File: src/rtl/kbd_pkg.sv
// Shared types and constants for the Apple-1 style keyboard port controller.
package kbd_pkg;

  typedef enum logic [1:0] {
    IDLE,
    CAPTURE,
    ACK,
    GUARD
  } kbd_state_t;

  localparam logic KBD_A   = 1'b0;
  localparam logic KBDCR_A = 1'b1;

  localparam int RDY_B = 7;
  localparam int OVF_B = 6;

endpackage

File: src/rtl/kbd_port_ctrl_if.sv
// Decoder handshake and CPU read-port signals of the keyboard port controller.
interface kbd_port_ctrl_if #(
  parameter int AW = 3
);
  logic [7:0]  kbd_q;
  logic        dec_clr;
  logic        addr;
  logic        rd;
  logic [7:0]  rdata;
  logic        key_avail;
  logic [AW:0] count;

  modport master (
    output kbd_q, addr, rd,
    input  dec_clr, rdata, key_avail, count
  );

  modport slave (
    input  kbd_q, addr, rd,
    output dec_clr, rdata, key_avail, count
  );
endinterface

File: src/rtl/kbd_fifo.sv
// DEPTH x 8 synchronous FIFO; a pop frees space for a push in the same cycle.
module kbd_fifo #(
  parameter int DEPTH = 8,
  parameter int AW    = 3
) (
  input  logic        CLOCK_50,
  input  logic        clr,
  input  logic        push,
  input  logic        pop,
  input  logic [7:0]  din,
  output logic [7:0]  dout,
  output logic        full,
  output logic        empty,
  output logic [AW:0] count
);
  localparam logic [AW:0] FULL_CNT = (AW+1)'(DEPTH);

  logic [7:0]    mem_q [DEPTH];
  logic [AW-1:0] wr_ptr_q, wr_ptr_d;
  logic [AW-1:0] rd_ptr_q, rd_ptr_d;
  logic [AW:0]   count_q, count_d;
  logic          push_ok, pop_ok;

  assign empty   = (count_q == '0);
  assign full    = (count_q == FULL_CNT);
  assign pop_ok  = pop && !empty;
  assign push_ok = push && (!full || pop_ok);
  assign dout    = mem_q[rd_ptr_q];
  assign count   = count_q;

  always_comb begin
    wr_ptr_d = wr_ptr_q;
    rd_ptr_d = rd_ptr_q;
    count_d  = count_q;
    if (push_ok) wr_ptr_d = wr_ptr_q + 1'b1;
    if (pop_ok)  rd_ptr_d = rd_ptr_q + 1'b1;
    case ({push_ok, pop_ok})
      2'b10:   count_d = count_q + 1'b1;
      2'b01:   count_d = count_q - 1'b1;
      default: count_d = count_q;
    endcase
  end

  // NOTE: storage is not reset; pointers and count alone decide which entries are valid.
  always_ff @(posedge CLOCK_50) begin
    if (push_ok) mem_q[wr_ptr_q] <= din;
  end

  always_ff @(posedge CLOCK_50 or posedge clr) begin
    if (clr) begin
      wr_ptr_q <= '0;
      rd_ptr_q <= '0;
      count_q  <= '0;
    end else begin
      wr_ptr_q <= wr_ptr_d;
      rd_ptr_q <= rd_ptr_d;
      count_q  <= count_d;
    end
  end

endmodule

File: src/rtl/kbd_port_ctrl.sv
// Captures keys from the PS/2 decoder via a flag/clear handshake and serves them
// to the CPU through KBD/KBDCR read registers backed by a FIFO.
module kbd_port_ctrl
  import kbd_pkg::*;
#(
  parameter int DEPTH       = 8,
  parameter int AW          = 3,
  parameter int SYNC_STAGES = 2
) (
  input  logic           CLOCK_50,
  input  logic           clr,
  kbd_port_ctrl_if.slave bus
);
  logic [SYNC_STAGES-1:0] sync_q;
  logic                   flag_s;
  kbd_state_t             state_q, state_d;
  logic                   dec_clr_q, dec_clr_d;
  logic                   ovf_q, ovf_d;
  logic [7:0]             rdata_q, rdata_d;
  logic                   capture, pop_req, overflow;
  logic [7:0]             fifo_dout;
  logic                   fifo_full, fifo_empty;
  logic [AW:0]            fifo_count;

  assign flag_s = sync_q[SYNC_STAGES-1];

  // NOTE: non-blocking updates so each stage samples the previous stage's pre-edge value.
  always_ff @(posedge CLOCK_50 or posedge clr) begin
    if (clr) sync_q <= '0;
    else     sync_q <= {sync_q[SYNC_STAGES-2:0], bus.kbd_q[7]};
  end

  // NOTE: every output gets a default first so no path leaves it unassigned (no latches).
  always_comb begin
    state_d = state_q;
    capture = 1'b0;
    case (state_q)
      IDLE:    if (flag_s) state_d = CAPTURE;
      CAPTURE: begin
        capture = 1'b1;
        state_d = ACK;
      end
      ACK:     if (!flag_s) state_d = GUARD;
      GUARD:   state_d = IDLE;
      default: state_d = IDLE;
    endcase
  end

  assign dec_clr_d = (state_d == ACK);
  assign pop_req   = bus.rd && (bus.addr == KBD_A);
  // A full FIFO still accepts the key when a KBD read frees a slot this cycle.
  assign overflow  = capture && fifo_full && !pop_req;

  always_comb begin
    ovf_d = ovf_q;
    if (bus.rd && (bus.addr == KBDCR_A)) ovf_d = 1'b0;
    if (overflow) ovf_d = 1'b1;
  end

  always_comb begin
    rdata_d = rdata_q;
    if (bus.rd) begin
      if (bus.addr == KBD_A) begin
        rdata_d = fifo_empty ? 8'h00 : fifo_dout;
      end else begin
        rdata_d        = 8'h00;
        rdata_d[RDY_B] = !fifo_empty;
        rdata_d[OVF_B] = ovf_q;
      end
    end
  end

  always_ff @(posedge CLOCK_50 or posedge clr) begin
    if (clr) begin
      state_q   <= IDLE;
      dec_clr_q <= 1'b0;
      ovf_q     <= 1'b0;
      rdata_q   <= 8'h00;
    end else begin
      state_q   <= state_d;
      dec_clr_q <= dec_clr_d;
      ovf_q     <= ovf_d;
      rdata_q   <= rdata_d;
    end
  end

  kbd_fifo #(
    .DEPTH (DEPTH),
    .AW    (AW)
  ) u_fifo (
    .CLOCK_50 (CLOCK_50),
    .clr      (clr),
    .push     (capture),
    .pop      (pop_req),
    .din      ({1'b1, bus.kbd_q[6:0]}),
    .dout     (fifo_dout),
    .full     (fifo_full),
    .empty    (fifo_empty),
    .count    (fifo_count)
  );

  assign bus.dec_clr   = dec_clr_q;
  assign bus.rdata     = rdata_q;
  assign bus.count     = fifo_count;
  assign bus.key_avail = (fifo_count != '0);

endmodule
File: src/flat_wrapper.sv
// flat-port wrapper written by rule: the top's interface ports become plain ports
module kbd_port_ctrl_flat import kbd_pkg::*;
#(
  parameter int DEPTH       = 8,
  parameter int AW          = 3,
  parameter int SYNC_STAGES = 2
)
  (CLOCK_50, clr, bus_kbd_q, bus_addr, bus_rd, bus_dec_clr, bus_rdata, bus_key_avail, bus_count);
  kbd_port_ctrl_if #(.AW(AW)) bus_i ();
  input  logic CLOCK_50;
  input  logic clr;
  input wire logic [$bits(bus_i.kbd_q)-1:0] bus_kbd_q;
  input wire logic [$bits(bus_i.addr)-1:0] bus_addr;
  input wire logic [$bits(bus_i.rd)-1:0] bus_rd;
  output wire logic [$bits(bus_i.dec_clr)-1:0] bus_dec_clr;
  output wire logic [$bits(bus_i.rdata)-1:0] bus_rdata;
  output wire logic [$bits(bus_i.key_avail)-1:0] bus_key_avail;
  output wire logic [$bits(bus_i.count)-1:0] bus_count;
  assign bus_i.kbd_q = bus_kbd_q;
  assign bus_i.addr = bus_addr;
  assign bus_i.rd = bus_rd;
  assign bus_dec_clr = bus_i.dec_clr;
  assign bus_rdata = bus_i.rdata;
  assign bus_key_avail = bus_i.key_avail;
  assign bus_count = bus_i.count;
  kbd_port_ctrl #(.DEPTH(DEPTH), .AW(AW), .SYNC_STAGES(SYNC_STAGES)) u_core (.CLOCK_50(CLOCK_50), .clr(clr), .bus(bus_i));
endmodule
File: config.mk
export PLATFORM = sky130hd
export DESIGN_NAME = kbd_port_ctrl_flat
export DESIGN_NICKNAME = d
export VERILOG_FILES = /design/src/rtl/kbd_pkg.sv /design/src/rtl/kbd_port_ctrl_if.sv /design/src/rtl/kbd_fifo.sv /design/src/rtl/kbd_port_ctrl.sv /design/src/flat_wrapper.sv
export SDC_FILE = /design/constraint.sdc
export NUM_CORES = 1
export LEC_CHECK = 0
export ABC_CLOCK_PERIOD_IN_PS = 2200
export CAP_MARGIN = 20
export CORE_AREA = 2 2 80 82
export CTS_CLUSTER_DIAMETER = 50
export DETAILED_ROUTE_END_ITERATION = 6
export DIE_AREA = 0 0 82 84
export DONT_BUFFER_PORTS = 1
export PLACE_DENSITY_LB_ADDON = 0.08
export SLEW_MARGIN = 40
export SYNTH_ARGS = -nofsm -noshare
export SYNTH_HDL_FRONTEND = slang
export SYNTH_SLANG_ARGS = --single-unit
File: constraint.sdc
create_clock -name CLOCK_50 -period 2.2 [get_ports CLOCK_50]
set_input_delay 0.66 -clock CLOCK_50 [delete_from_list [all_inputs] [get_ports CLOCK_50]]
set_output_delay 0.66 -clock CLOCK_50 [all_outputs]
set_load 0.02 [all_outputs]
==> results of run 1 <==
[metrics by stage]
step / cells / setup WS [ps] / util (%) / cell area (µm²)
final: 287 / 122.7 / 59.79 / 3645
after global routing: 287 / 9.502 / 59.79 / 3645
after CTS: 287 / 98.27 / 59.79 / 3645
after detailed placement: 270 / 162.2 / 55.83 / 3403
after global placement: 270 / 234.8 / 55.83 / 3403
after floorplan: 187 / 28.18 / - / 3254
[cell usage after synthesis]
cell type,instances
sky130_fd_sc_hd__nor4_1,2
sky130_fd_sc_hd__and2_4,1
sky130_fd_sc_hd__nand2_1,10
sky130_fd_sc_hd__o21ai_0,2
sky130_fd_sc_hd__a21oi_1,3
sky130_fd_sc_hd__and3_1,1
sky130_fd_sc_hd__dfrtp_1,24
sky130_fd_sc_hd__nor2_1,9
sky130_fd_sc_hd__nor4_4,1
sky130_fd_sc_hd__xor2_1,4
sky130_fd_sc_hd__nand3_1,3
sky130_fd_sc_hd__nor3_1,5
sky130_fd_sc_hd__or4_1,1
sky130_fd_sc_hd__inv_1,4
sky130_fd_sc_hd__nor2_2,1
sky130_fd_sc_hd__o311ai_0,1
sky130_fd_sc_hd__a221o_1,6
sky130_fd_sc_hd__or4b_1,1
sky130_fd_sc_hd__xnor2_1,4
sky130_fd_sc_hd__mux4_2,14
sky130_fd_sc_hd__nand4_1,1
sky130_fd_sc_hd__nand3b_1,1
sky130_fd_sc_hd__mux2i_1,2
sky130_fd_sc_hd__ha_1,6
sky130_fd_sc_hd__o21a_1,1
sky130_fd_sc_hd__clkbuf_1,5
sky130_fd_sc_hd__nand2b_1,2
sky130_fd_sc_hd__mux2_2,2
sky130_fd_sc_hd__nor2b_1,7
sky130_fd_sc_hd__o211a_1,1
sky130_fd_sc_hd__a22o_1,1
sky130_fd_sc_hd__a22oi_1,1
sky130_fd_sc_hd__buf_4,1
sky130_fd_sc_hd__buf_6,3
sky130_fd_sc_hd__edfxtp_1,56
[layer usage]
metal | wire length, µm | track usage [%]
met1 | 2535 | 27.47
met2 | 2821 | 28.97
met3 | 250 | 4.329
met4 | 204 | 10.15
met5 | 0 | 0
[kinds of logic after synthesis]
| logic type | count (synthesis) | share of synthesized area (%) |
|---|---|---|
| AO/OA/AOI/OAI | 16 | 3.937 |
| XOR/XNOR | 8 | 2.161 |
| adder cells (fa/ha/maj) | 6 | 2.316 |
| buffers and inverters | 13 | 2.316 |
| flip-flops | 80 | 70.40 |
| multiplexers | 18 | 11.04 |
| AND/OR/NAND/NOR | 46 | 7.835 |
[placed cells by master (no fill, tap or decap), types with 3 or more instances in the layout]
cell type	Yosys	final
sky130_fd_sc_hd__a21oi_1	3	3
sky130_fd_sc_hd__a221o_1	6	6
sky130_fd_sc_hd__buf_4	1	16
sky130_fd_sc_hd__bufinv_16	0	3
sky130_fd_sc_hd__clkbuf_8	0	9
sky130_fd_sc_hd__dfrtp_1	24	24
sky130_fd_sc_hd__edfxtp_1	56	56
sky130_fd_sc_hd__ha_1	6	6
sky130_fd_sc_hd__inv_1	4	4
sky130_fd_sc_hd__mux4_2	14	14
sky130_fd_sc_hd__nand2_1	10	10
sky130_fd_sc_hd__nand3_1	3	3
sky130_fd_sc_hd__nor2_1	9	9
sky130_fd_sc_hd__nor2b_1	7	7
sky130_fd_sc_hd__nor3_1	5	5
sky130_fd_sc_hd__xnor2_1	4	4
sky130_fd_sc_hd__xor2_1	4	4
[power by group through the flow]
stage | logic [mW] | registers, mW | clock network [mW]
after floorplan | 0.985 | 2.22 | 0
after global placement | 1.21 | 2.24 | 0
after detailed placement | 1.26 | 2.26 | 0
after CTS | 1.27 | 2.23 | 1.27
after global routing | 1.40 | 2.26 | 1.34
final | 1.26 | 2.23 | 1.25
[worst paths after layout]
kind,slack [ps],endpoint,cells past startpoint
setup / recovery,120,bus_key_avail,2
hold / removal,250,u_core.u_fifo.wr_ptr_q[0]$_DFFE_PP0P_,2
setup reg to reg,210,u_core.u_fifo.count[2]$_DFFE_PP0P_,8
hold reg to reg,370,u_core.sync_q[1]$_DFF_PP0_,0
max in group asynchronous,1710,u_core.u_fifo.wr_ptr_q[1]$_DFFE_PP0P_,2
min in group CLOCK_50,350,u_core.sync_q[0]$_DFF_PP0_,0
[final cells by class]
cell class / count / area (µm²) / share of cell area (%)
Sequential cell: 80 / 2282 / 62.62
Multi-Input combinational cell: 94 / 897.1 / 24.61
Clock buffer: 9 / 123.9 / 3.399
Timing Repair Buffer: 16 / 120.1 / 3.296
Clock inverter: 7 / 110.1 / 3.021
Tap cell: 77 / 96.34 / 2.643
Inverter: 4 / 15.01 / 0.4119
[worst max-delay path, stage by stage (launching register included)]
cell and delay [ps]:
sky130_fd_sc_hd__dfrtp_1 550, sky130_fd_sc_hd__nor4_4 370, sky130_fd_sc_hd__inv_1 160
[registers in the layout (all words and copies together), names as in the netlist]
register                flops
u_core.state_q              2
u_core.u_fifo.wr_ptr_q      3
u_core.u_fifo.rd_ptr_q      3
u_core.u_fifo.count         4
u_core.bus.dec_clr          1
u_core.u_fifo.mem_q        56
u_core.bus.rdata            8
u_core.sync_q               2
u_core.ovf_q                1
[what timing repair did]
action                                  4_1_cts  5_1_grt
endpoints found under the setup margin        1        0
setup buffers                                 1        0
hold buffers                                  0        0
hold endpoints to repair                      0        0
==> summary.md, run 1 <==
| Metric | Value |
|---|---|
| Outcome | completed |
| Worst Tran Pin Value | 742.6 ps |
| Routed vias/inst | 5.728 |
| Via total after detailed routing | 1,644 |
| Portion of the clock cycle consumed by the worst path in the final layout | 94.42% |
| Post-detailed-route DRC marker count | 0 |
| Clock power frac | 26.4% |
| Sequential share of the synthesized area | 70.40% |
| Vias in the first global route | 1,730 |
| Share of layout cells above drive strength 1 | 24.29% |
| Max-capacitance violation count | 0 |
| Initial antenna violation count | 0 |
| CTS Root Buffer Type | sky130_fd_sc_hd__clkbuf_8 |
| Area fraction of the dominant cell type after synthesis | 51.87% |
| Tmin final | 2077 ps |
| Post-Route WL | 5812 µm |
| Total of buffers placed on input and output ports | 0 |
| Number of placement rows | 29 |
| Setup repair after global routing missed its margin | false |
| Synthesized netlist net count | 205 |
| Data required time of the critical path | 1540 ps |
| Mean instance size in the synthesized netlist | 17.34 µm² |
| Initial standard-cell utilization of the core | 53.18% |
| Number of cells upsized or downsized after cts | 0 |
| Pin count of the biggest net entering global routing | 25 |
| Wire length of the first global-routing pass | 9432 µm |
| Arrival time of data at the critical path endpoint | 1420 ps |
| Longest Clk Path Bufs | 2 |
| Number of hold violations in the final report | 0 |
| DRC violation total after the first TritonRoute iteration | 149 |
| Post-DP HPWL | 3910 µm |
| Biggest fanout along the worst timing path | 7 |
| Slew Viols, Final | 0 |
| Number of register bits inferred by synthesis | 80 |
| Number of detailed-route iterations in the first pass | 4 |
| Tightest hold margin | 249.2 ps |
| Core Box Area | 0.006096 mm² |
| Number of levels in the clock H-tree | 3 |
| Leakage power | 1.331 nW |
| Path class of the lowest-slack min-delay path | primary input to async pin |
| Pwr dens | 1298 mW/mm² |
| Count of endpoints failing setup in the final report | 0 |
| Global placement routability congestion | 0.7983 |
| Grt total ovfl | 0 |
| Leading post-synthesis cells by cell area | sky130_fd_sc_hd__edfxtp_1 52%, sky130_fd_sc_hd__dfrtp_1 19%, sky130_fd_sc_hd__mux4_2 9.7%, sky130_fd_sc_hd__ha_1 2.3%, sky130_fd_sc_hd__a221o_1 1.9% |
| Worst-path clk slew | 80 ps |
| Post-synthesis cell count | 187 |
| Count of inserted antenna diode cells | 0 |
| Total die area | 0.006888 mm² |
| Library cell with the largest summed area after synthesis | sky130_fd_sc_hd__edfxtp_1 |
| Die H | 84 µm |
| Portion of total power attributed to sequential cells | 47.1% |
| Clk Latency, worst-skew pair | 340 ps |
| Sw power | 1.471 mW |
| Number of top-level pins | 26 |
| Clock buffers created by TritonCTS | 9 |
| Critical setup path kind | flip-flop to output pin |
| Post-synthesis instance area | 0.003242 mm² |
| Combinational share of power | 26.6% |
| Unique cell type count in the Yosys netlist | 35 |
| Worst reg2reg path startpoint | u_core.u_fifo.count[2]$_DFFE_PP0P_ |
| All-layer global routing usage | 19.68% |
| Clock sink count | 80 |
| Cell internal pwr | 3.259 mW |
| Critical path capture point type | output pin |
| Count of warnings emitted by yosys | 0 |
| Crit path launch | u_core.u_fifo.count[2]$_DFFE_PP0P_ |
| Power after layout | 4.730 mW |
| Count of antenna-violating nets left after detailed routing | 0 |
| CP startpoint kind | flip-flop |
| Setup tns final | 0 ps |
| Normalized max-slew margin | 50.11% |
| Switching power as a share of total power | 31.10% |
| Post-detailed-route wirelength per cell | 20.25 µm |
| Die width | 82 µm |
| FILL cells | 467 |
| Worst IR Drop VDD | 0.7515 mV |
| Clock skew after layout | 11.62 ps |
| CTS tree | done |
| Post-layout nets | 223 |
| Fmax | 481.4 MHz |
| Post-synthesis to final-layout area growth | 12.43% |
Power figures use the tool's default switching activity.
==> run 2, diff against run 1 <==
--- a/config.mk
+++ b/config.mk
@@ -13,6 +13,7 @@
 export DIE_AREA = 0 0 82 84
 export DONT_BUFFER_PORTS = 1
 export PLACE_DENSITY_LB_ADDON = 0.08
+export REMOVE_ABC_BUFFERS = 1
 export SLEW_MARGIN = 40
 export SYNTH_ARGS = -nofsm -noshare
 export SYNTH_HDL_FRONTEND = slang
==> constraint.sdc (replaced) <==
create_clock -name CLOCK_50 -period 2.2 [get_ports CLOCK_50]
set_input_delay 0.66 -clock CLOCK_50 [delete_from_list [all_inputs] [get_ports CLOCK_50]]
set_output_delay 0.66 -clock CLOCK_50 [all_outputs]
set_load 0.01 [all_outputs]
==> summary.md, run 2 (synthesized netlist as in run 1, its figures left out) <==
| Metric | Value |
|---|---|
| Outcome | completed |
| Count of antenna-violating nets left after detailed routing | 0 |
| Biggest fanout along the worst timing path | 8 |
| Total die area | 0.006888 mm² |
| Post-synthesis to final-layout area growth | 11.93% |
| Combinational share of power | 27.2% |
| Clk Latency, worst-skew pair | 360 ps |
| Count of inserted antenna diode cells | 0 |
| Slew Viols, Final | 0 |
| Sw power | 1.410 mW |
| Count of endpoints failing setup in the final report | 0 |
| Critical path capture point type | output pin |
| Portion of the clock cycle consumed by the worst path in the final layout | 96.77% |
| Clock skew after layout | 15.61 ps |
| Initial antenna violation count | 0 |
| Die width | 82 µm |
| CP startpoint kind | flip-flop |
| Grt total ovfl | 0 |
| Pin count of the biggest net entering global routing | 25 |
| Pwr dens | 1236 mW/mm² |
| Top library cells by usage in the layout, fill and taps aside | 56 x sky130_fd_sc_hd__edfxtp_1, 24 x sky130_fd_sc_hd__dfrtp_1, 18 x sky130_fd_sc_hd__buf_4 |
| Path class of the lowest-slack min-delay path | primary input to async pin |
| Total of buffers placed on input and output ports | 0 |
| FILL cells | 479 |
| Critical setup path kind | flip-flop to output pin |
| Routed vias/inst | 5.789 |
| Arrival time of data at the critical path endpoint | 1470 ps |
| CTS Root Buffer Type | sky130_fd_sc_hd__clkbuf_8 |
| Via total after detailed routing | 1,673 |
| Number of top-level pins | 26 |
| Non-filler instance count after layout | 289 |
| Placed insts | 271 |
| Switching power as a share of total power | 31.44% |
| Number of levels in the clock H-tree | 3 |
| Setup tns final | 0 ps |
| Largest register FFs | 56 |
| Post-detailed-route DRC marker count | 0 |
| Number of buffers added to fix hold violations after cts | 0 |
| Worst IR Drop VDD | 0.5782 mV |
| Setup repair after global routing missed its margin | true |
| Die H | 84 µm |
| Wire length of the first global-routing pass | 9328 µm |
| Number of detailed-route iterations in the first pass | 4 |
| Cell internal pwr | 3.076 mW |
| Post-Route WL | 5929 µm |
| CTS tree | done |
| Clock sink count | 80 |
| Clock power frac | 24.5% |
| Worst Tran Pin Value | 608.9 ps |
| Global placement routability congestion | 0.7796 |
| Number of placement rows | 29 |
| Initial standard-cell utilization of the core | 53.18% |
| Normalized max-slew margin | 59.18% |
| Share of layout cells above drive strength 1 | 25.94% |
| DRC violation total after the first TritonRoute iteration | 93 |
| Tmin final | 2129 ps |
| Most common cell after layout, fill and taps aside | sky130_fd_sc_hd__edfxtp_1 |
| Post-layout nets | 225 |
| Number of hold violations in the final report | 0 |
| Fmax | 469.7 MHz |
| Longest Clk Path Bufs | 2 |
| Most flops, register | u_core.u_fifo.mem_q |
| Portion of total power attributed to sequential cells | 48.3% |
| Clock buffers created by TritonCTS | 9 |
| Leakage power | 1.328 nW |
| Worst-path clk slew | 90 ps |
| Post-detailed-route wirelength per cell | 20.52 µm |
| Number of cells traversed by the worst register-to-register path | 8 |
| Data required time of the critical path | 1540 ps |
| Vias in the first global route | 1,783 |
| Core Box Area | 0.006096 mm² |
| Max-capacitance violation count | 0 |
| All-layer global routing usage | 19.31% |
| Post-DP HPWL | 4053 µm |
## run 2: cell types whose count changed in the layout (fill, tap and decap cells not counted)
cell / change
sky130_fd_sc_hd__bufinv_16: -2
sky130_fd_sc_hd__clkbuf_8: +1
sky130_fd_sc_hd__nor3_1: -2
sky130_fd_sc_hd__clkinv_4: +1
sky130_fd_sc_hd__buf_4: +2
sky130_fd_sc_hd__clkinvlp_4: +1
sky130_fd_sc_hd__inv_6: +1
sky130_fd_sc_hd__nor3_2: +2
sky130_fd_sc_hd__nor4_2: -2
sky130_fd_sc_hd__clkinv_1: -2
sky130_fd_sc_hd__nor4_1: +2
## run 2: worst max-delay path, cell delays in order, from the launching register on
cell	delay (ps)
sky130_fd_sc_hd__dfrtp_1	510
sky130_fd_sc_hd__nor4_4	460
sky130_fd_sc_hd__inv_1	150
## run 2: routing by layer
| metal | part of all wire, % | up-vias | wire length, µm | global-route usage, % |
|---|---|---|---|---|
| li1 | - | 761 | - | - |
| met1 | 42 | 868 | 2475 | 24.26 |
| met2 | 52 | 34 | 3098 | 31.71 |
| met3 | 4.2 | 10 | 249 | 4.113 |
| met4 | 1.8 | 0 | 106 | 8.788 |
| met5 | 0 | - | 0 | 0 |
## run 2: final cells by class
class / count / area, µm² / area share, %
tap: 77 / 96.34 / 2.655
sequential: 80 / 2282 / 62.90
inverter: 4 / 15.01 / 0.4138
clock inverter: 6 / 67.56 / 1.862
multi-input combinational: 94 / 894.6 / 24.66
timing repair buffer: 18 / 135.1 / 3.724
clock buffer: 10 / 137.6 / 3.793
## run 2: final timing paths
check	to	start	slack [ps]
setup / recovery	bus_key_avail	u_core.u_fifo.count[3]$_DFFE_PP0P_	70
hold / removal	u_core.bus.rdata[1]$_DFFE_PP0P_	clr	230
setup reg to reg	u_core.u_fifo.count[2]$_DFFE_PP0P_	u_core.state_q[1]$_DFF_PP0_	240
hold reg to reg	u_core.sync_q[1]$_DFF_PP0_	u_core.sync_q[0]$_DFF_PP0_	360
max in group asynchronous	u_core.u_fifo.wr_ptr_q[0]$_DFFE_PP0P_	clr	1700
min in group CLOCK_50	u_core.sync_q[0]$_DFF_PP0_	bus_kbd_q[7]	320
## run 2: power by group through the flow
| stage | Clock [mW] | Combinational [mW] | Sequential [mW] |
|---|---|---|---|
| after detailed placement | 0 | 1.21 | 2.20 |
| after floorplan | 0 | 0.789 | 2.24 |
| after global routing | 1.19 | 1.36 | 2.20 |
| final | 1.10 | 1.22 | 2.17 |
| after CTS | 1.12 | 1.21 | 2.17 |
| after global placement | 0 | 1.15 | 2.18 |
## run 2: through the flow
stage / total power [mW] / worst slack (ps) / utilization, % / instance area [µm²] / hold WS [ps]
global placement: 3.329 / 191.2 / 55.75 / 3398 / 343.4
global route: 4.747 / -7.462 / 59.52 / 3628 / 270.8
finish: 4.486 / 70.97 / 59.52 / 3628 / 231.4
detailed placement: 3.414 / 87.43 / 55.83 / 3403 / 338.1
floorplan: 3.027 / -113.2 / - / 3182 / 331.2
CTS: 4.502 / 3.472 / 59.20 / 3608 / 231.1
## run 2: what timing repair did
action / CTS / global route
gates resized for setup: 0 / 1
endpoints found under the hold margin: 0 / 0
pin swaps: 1 / 1
endpoints found under the setup margin: 1 / 2
setup buffers: 0 / 2
